==> config.mk <==
export PLATFORM = sky130hd
export DESIGN_NAME = pipeline_hazard_controller
export DESIGN_NICKNAME = d
export VERILOG_FILES = /design/src/rtl/pipeline_hazard_controller.sv
export SDC_FILE = /design/constraint.sdc
export NUM_CORES = 1
export LEC_CHECK = 0
export ABC_CLOCK_PERIOD_IN_PS = 4300
export CAP_MARGIN = 25
export CORE_ASPECT_RATIO = 1.5
export CORE_MARGIN = 1
export CORE_UTILIZATION = 45
export DETAILED_ROUTE_END_ITERATION = 8
export HOLD_SLACK_MARGIN = 0.12
export PLACE_DENSITY_LB_ADDON = 0.05
export SLEW_MARGIN = 20
export SYNTH_ARGS = -nofsm -noshare
export SYNTH_HDL_FRONTEND = slang
export SYNTH_SLANG_ARGS = --single-unit
==> constraint.sdc <==
create_clock -name clk -period 4.3 [get_ports clk]
set_input_delay 0.43 -clock clk [delete_from_list [all_inputs] [get_ports clk]]
set_output_delay 0.43 -clock clk [all_outputs]
set_load 0.02 [all_outputs]
==> src/rtl/pipeline_hazard_controller.sv <==
// Pipeline sequencer: drives PC and pipeline-register write_en/clear so all stages
// advance, stall or flush together; tracks halt and saturating stall/flush counters.
module pipeline_hazard_controller #(
  parameter int CNT_W = 16
) (
  input  logic             clk,
  input  logic             rst,
  input  logic [3:0]       id_Rs,
  input  logic [3:0]       id_Rt,
  input  logic             id_use_Rs,
  input  logic             id_use_Rt,
  input  logic             ex_MemRead,
  input  logic [3:0]       ex_Rd,
  input  logic             mem_Branch,
  input  logic             mem_taken,
  input  logic             mem_call,
  input  logic             mem_ret,
  input  logic             mem_req,
  input  logic             mem_ready,
  input  logic             wb_run,
  output logic             pc_write_en,
  output logic             pc_redirect,
  output logic             ifid_write_en,
  output logic             ifid_clear,
  output logic             idex_write_en,
  output logic             idex_clear,
  output logic             exmem_write_en,
  output logic             exmem_clear,
  output logic             memwb_write_en,
  output logic             memwb_clear,
  output logic             halted,
  output logic [CNT_W-1:0] stall_cnt,
  output logic [CNT_W-1:0] flush_cnt,
  output logic [1:0]       state_dbg
);

  typedef enum logic [1:0] {
    INIT     = 2'd0,
    RUN      = 2'd1,
    MEM_WAIT = 2'd2,
    HALT     = 2'd3
  } state_t;

  localparam logic [CNT_W-1:0] CNT_ONE = {{(CNT_W-1){1'b0}}, 1'b1};
  localparam logic [CNT_W-1:0] CNT_MAX = {CNT_W{1'b1}};

  state_t state, state_next;
  logic   stall_inc, flush_inc;
  logic   redirect, load_use;

  assign state_dbg = state;

  // Memory handshake: mem_req marks an access in MEM; it completes in the cycle
  // mem_ready is high, and every cycle with mem_req=1 and mem_ready=0 freezes the pipe.
  assign redirect = (mem_Branch & mem_taken) | mem_call | mem_ret;
  assign load_use = ex_MemRead && (ex_Rd != 4'd0) &&
                    ((id_use_Rs && (id_Rs == ex_Rd)) || (id_use_Rt && (id_Rt == ex_Rd)));

  always_ff @(posedge clk or posedge rst) begin
    if (rst) begin
      state     <= INIT;
      halted    <= 1'b0;
      stall_cnt <= '0;
      flush_cnt <= '0;
    end else begin
      state  <= state_next;
      halted <= (state_next == HALT);
      if (stall_inc && (stall_cnt != CNT_MAX)) stall_cnt <= stall_cnt + CNT_ONE;
      if (flush_inc && (flush_cnt != CNT_MAX)) flush_cnt <= flush_cnt + CNT_ONE;
    end
  end

  always_comb begin
    state_next     = state;
    stall_inc      = 1'b0;
    flush_inc      = 1'b0;
    pc_write_en    = 1'b0;
    pc_redirect    = 1'b0;
    ifid_write_en  = 1'b0;
    ifid_clear     = 1'b0;
    idex_write_en  = 1'b0;
    idex_clear     = 1'b0;
    exmem_write_en = 1'b0;
    exmem_clear    = 1'b0;
    memwb_write_en = 1'b0;
    memwb_clear    = 1'b0;
    case (state)
      INIT: begin
        ifid_clear  = 1'b1;
        idex_clear  = 1'b1;
        exmem_clear = 1'b1;
        memwb_clear = 1'b1;
        state_next  = RUN;
      end
      RUN, MEM_WAIT: begin
        if (!wb_run) begin
          state_next = HALT;
        end else if (mem_req && !mem_ready) begin
          state_next = MEM_WAIT;
          stall_inc  = 1'b1;
        end else if (redirect) begin
          // Redirect outranks load-use: the stalled ID instruction is flushed anyway.
          pc_write_en    = 1'b1;
          pc_redirect    = 1'b1;
          ifid_clear     = 1'b1;
          idex_clear     = 1'b1;
          exmem_clear    = 1'b1;
          memwb_write_en = 1'b1;
          flush_inc      = 1'b1;
          state_next     = RUN;
        end else if (load_use) begin
          idex_clear     = 1'b1;
          exmem_write_en = 1'b1;
          memwb_write_en = 1'b1;
          stall_inc      = 1'b1;
          state_next     = RUN;
        end else begin
          pc_write_en    = 1'b1;
          ifid_write_en  = 1'b1;
          idex_write_en  = 1'b1;
          exmem_write_en = 1'b1;
          memwb_write_en = 1'b1;
          state_next     = RUN;
        end
      end
      HALT: state_next = HALT;
      default: state_next = INIT;
    endcase
  end

endmodule
* Yosys cells after proc, flatten, opt, wreduce, memory -nomap -nowiden *
Index checks and enable logic that the tools add are counted.

word-level totals
  register bits = 35
  input port bits = 24
  output and inout bits = 45
  word-level logic and storage cells = 63

operators by class
  add/sub/neg operators = 2
  eq/ne operators = 8
  mux-type cells = 34
  bitwise gates (word level) = 3
  reductions and logical operators = 12

operators by type and width
  operator                                                          count
  16-bit by 1-bit adder with 16-bit output (second input constant)  2
  16-bit inequality test (second input constant)                    2
  1-bit 2-to-1 mux                                                  29
  4-bit == test                                                     2
  1-bit logical AND                                                 7
  2-bit == test (second input constant)                             3
  2-bit case mux with 3 select lines                                1
  2-bit 2-to-1 mux                                                  2
  1-bit case mux with 2 select lines                                2
  4-bit nonzero test                                                1
  2-bit by 1-bit == test with 1-bit output (second input constant)  1
  2-bit zero test                                                   1
  1-bit bitwise OR                                                  2
  2-bit OR reduction                                                1
  1-bit bitwise AND                                                 1
  1-bit zero test                                                   1
  1-bit logical OR                                                  1

* Depth between registers and ports, before layout *
  depth after elaboration = 10
  depth in mapped cells = 9
  depth with buffers taken out = 9

* Worst setup path after synthesis *
OpenSTA, ideal clock, no wires.

  kind = register -> output
  start point = register state[0] (netlist: state_dbg[0])
  end point = output ifid_clear
  arrival = 2153 ps
  required time = 3870 ps
  slack = 1717 ps
  cell stages (with the launch flop) = 10
  buffers on the path = 1
  cells stage by stage = dfrtp_1 > inv_1 > ha_1 > nand3_1 > inv_1 > nand2_1 > inv_1 > nor2_1 > nor2_1 > buf_4

between the ends
  cells in the longest elaborated chain, start to end = 3
  elaborated cells on any way between the ends = 5

ends and longest elaborated chain
  what                                                                       line  text
  from (decl)                                                                47    state_t state, state_next;
  from (signal assigned)                                                     66    state <= state_next;
  2-bit by 1-bit == test with 1-bit output or 2-bit == test (tied branches)  -
  2-bit OR reduction                                                         -
  1-bit case mux with 2 select lines (*)                                     -
  to (decl)                                                                  24    output logic ifid_clear,

Every way passes the cells marked *; elsewhere a longest branch is shown, timed or not.

* Worst setup path in the final report *
  start point = input ex_Rd[0]
  end point = output pc_write_en

between the ends
  cells in the longest elaborated chain, start to end = 9
  elaborated cells on any way between the ends = 13

ends and longest elaborated chain
  what                   line  text
  from (decl)            13    input logic [3:0] ex_Rd,
  4-bit == test          57    ((id_use_Rs && (id_Rs == ex_Rd)) || (id_use_Rt && (id_Rt == ex_Rd)));
  1-bit logical AND      57
  1-bit logical OR       57
  1-bit logical AND (*)  56    assign load_use = ex_MemRead && (ex_Rd != 4'd0) &&
  1-bit 2-to-1 mux (*)   111   end else if (load_use) begin
  1-bit 2-to-1 mux (*)   101   end else if (redirect) begin
  1-bit 2-to-1 mux (*)   98    end else if (mem_req && !mem_ready) begin
  1-bit 2-to-1 mux (*)   96    if (!wb_run) begin
  1-bit 2-to-1 mux (*)   87    case (state)
  to (decl)              21    output logic pc_write_en,

Marks and branches as above.

==> impl_results.md <==
- Post-synthesis sequential area ratio: roughly 43%
- Internal power: 0.0007992 W
- Worst Hold Class: flip-flop to flip-flop
- Worst path most repeated cell: clkdlybuf4s50_1
- Gr usage total: 18.56%
- Critical path endpoint category: primary output
- Vias/cell: about 5.3
- CP Buf/Inv Count: 2
- CP required: ~3.9 ns
- Sw Share: 36.95%
- Post-synth EDFFs: 0
- Die area: about 4800 µm²
- Placeable Area: around 4300 µm²
- I/O pins: roughly 70
- CTS H-tree depth: 2
- Layout area overhead: 39.38%
- Initial drt markers: 71
- Top post-synthesis cells by count: dfrtp_1 (35), xnor2_1 (26), nand2_1 (13)
- CP peak stage delay: about 0.56 ns
- Count leader, synth: dfrtp_1
- RSZ-0062 raised after global routing: false
- # setup viols final: 0
- Row count: 29
- Main synth FF type: dfrtp_1
- Hold buffers post-CTS: 0
- Synth Cell Area: between 2000 and 2500 µm²
- Cells resized by post-CTS repair: 0
- Final Cycle Share: about 72%
- Crit Path Category: input port to primary output
- Fin. max-slew vios: 0
- Worst reg2reg setup slack: between 1.5 and 2 ns
- Number of diodes: 0
- TNS Setup: 0 ns
- Hold Vio Cnt, Final: 0
- Leakage: 1.224 nW
- Initial core utilization: 47.34%
- Fin Clk Skew: 0.009182 ns
- Clock Path Buffers: 2
- Die width: 56.80 µm
- Post-synth net total: between 200 and 250
- Drt first pass iters: 6
- Total CTS buffers: 5
- Pin count of the biggest net entering global routing: 23
- First-pass GRT wire length: about 7000 µm
- Vias: ~1600
- WL final: between 4000 and 5000 µm
- Placed cell count: ~300
- Tmin final: around 3.1 ns
- Total grt overflow: 0
- Post-Synthesis Cells: between 150 and 200
- Worst-skew pair later-pin latency: about 0.29 ns
- Ys async rst share: 100.0%
- Maxcap violations: 0
- Nets@finish: between 200 and 300
- Register bit total from synthesis: 35
- CP Max Fanout: 16
- Final HPWL DP: about 3200 µm
- Final ANT Viol Nets: 0
- Layout cell share with drive strength beyond 1: a little over an eighth
- Worst vdd ir: 0.4093 mV
- I/O Buffers: about 70
- Slew at the pin with the worst max-slew slack: ~0.8 ns
- Post-synth top area share: between 40 and 50%
- CTS sink cnt: 35
- Unique masters post-synth: 40
- CTS tree: built
- Number of global-route vias before repair: 1522
- Max Freq: 323.1 MHz
- Sequential Power Share: a little over a third
- Comb pwr share: between 40% and 50%
- Design Area, Final: ~2800 µm²
- YS warnings: 0
- Placer Congestion: slightly above 0.8
- Slew headroom: a little under half
- P per Cell Area: between 400 and 500 nW/µm²
- Area leader, netlist: dfrtp_1
- Fin cells: between 300 and 400
- Avg Inst Size Synth: approximately 11 µm²
- Post-Place Cell Area: ~2700 µm²
- Switching pwr: around 0.00047 W
- Remaining DRCs: 19
- Failing checks: DRC
- Clk root buf: clkbuf_8
- Clk pwr share: 20.9%
- CP top delay family: buffers and inverters
- Clk slew on worst S/H paths: roughly 0.060 ns
- Wire length per cell: around 14 µm
- Top post-synthesis cells by area: dfrtp_1 (43%), xnor2_1 (11%), o211ai_2 (4.9%)
- Post-CTS Setup Repair Bufs: 0
- Arr. time, crit path: roughly 2.7 ns
- Antenna violations before repair: 0
- Crit start category: input port
- CP cell instances: clkdlybuf4s50_1 -> xor2_1 -> nor3_1 -> nand4_1 -> a21oi_4 -> nor2_1 -> clkdlybuf4s50_1
- Die Y: 84.20 µm
- Worst path slowest cell: clkdlybuf4s50_1
- Status: complete, but fails checks
[final timing paths]
check | start | to | depth (start not counted)
max | ex_Rd[0] | pc_write_en | 7
min | stall_cnt[10] | stall_cnt[10] | 1
max reg2reg | stall_cnt[0] | stall_cnt[9] | 7
min reg2reg | stall_cnt[10] | stall_cnt[10] | 1
max in group asynchronous | rst | stall_cnt[12] | 3
min in group asynchronous | rst | flush_cnt[15] | 2
[sequential cells by signal, summed over array words and instances (netlist names)]
signal / flops
halted: 1
flush_cnt: 16
state_dbg: 2
stall_cnt: 16
[layer usage]
| metal | vias to the layer above | routed length, µm | track usage [%] | share of wire, % |
|---|---|---|---|---|
| met5 | - | 0 | 0 | 0 |
| met3 | 7 | 343 | 5.085 | 8.2 |
| li1 | 788 | - | - | - |
| met1 | 752 | 1715 | 21.61 | 41 |
| met4 | 0 | 69 | 7.095 | 1.6 |
| met2 | 54 | 2071 | 32.14 | 49 |
[placed cells by master, fill, tap and decap left out, types with 4 or more instances in the layout]
master            n
nand3_1           7
clkdlybuf4s50_1  68
xor2_1           11
and3_1            8
clkbuf_8          7
inv_1            10
xnor2_1          26
o2111ai_1         5
nand4_1           6
nor2_1           12
nand2_1          13
dfrtp_1          35
ha_1              4
o211ai_2          8
[area by class of cell]
type	instances	area [µm²]
timing repair buffer	70	695.7
sequential	35	875.8
multi-input combinational	133	1055
inverter	10	37.54
fill	374	1456
tap	46	57.56
clock inverter	1	7.507
clock buffer	7	96.34
[cell families (layout without fill, tap and decap cells)]
kind of cell               Yosys count  count (layout)  share of synthesized area [%]
buffers and inverters               16              88                          4.752
AOI/OAI and AO/OA                   27              27                          14.81
xor gates and xnor gates            37              37                          15.99
muxes                                3               3                          1.852
and+or+nand+nor                     62              62                          16.91
DFF                                 35              35                          43.21
adders and majority gates            4               4                          2.469
[through the flow]
step | worst slack (ns) | util [%] | power (W) | hold slack, ns
after global routing | 1.046 | 65.98 | 0.001348 | 0.5261
after CTS | 1.192 | 65.98 | 0.001284 | 0.5042
after floorplan | 1.717 | - | 0.0007876 | 0.5843
after global placement | 1.242 | 63.56 | 0.001010 | 0.4822
final | 1.205 | 65.98 | 0.001268 | 0.4990
after detailed placement | 1.201 | 63.56 | 0.001015 | 0.4885
[power by group through the flow]
stage	Combinational, W	Sequential [W]	Clock [W]
after floorplan	0.000281	0.000507	0
after global placement	0.000559	0.000450	0
after detailed placement	0.000565	0.000451	0
after CTS	0.000566	0.000445	0.000273
after global routing	0.000607	0.000455	0.000285
final	0.000559	0.000443	0.000265
Note: power is estimated with default switching activity, not from simulation.
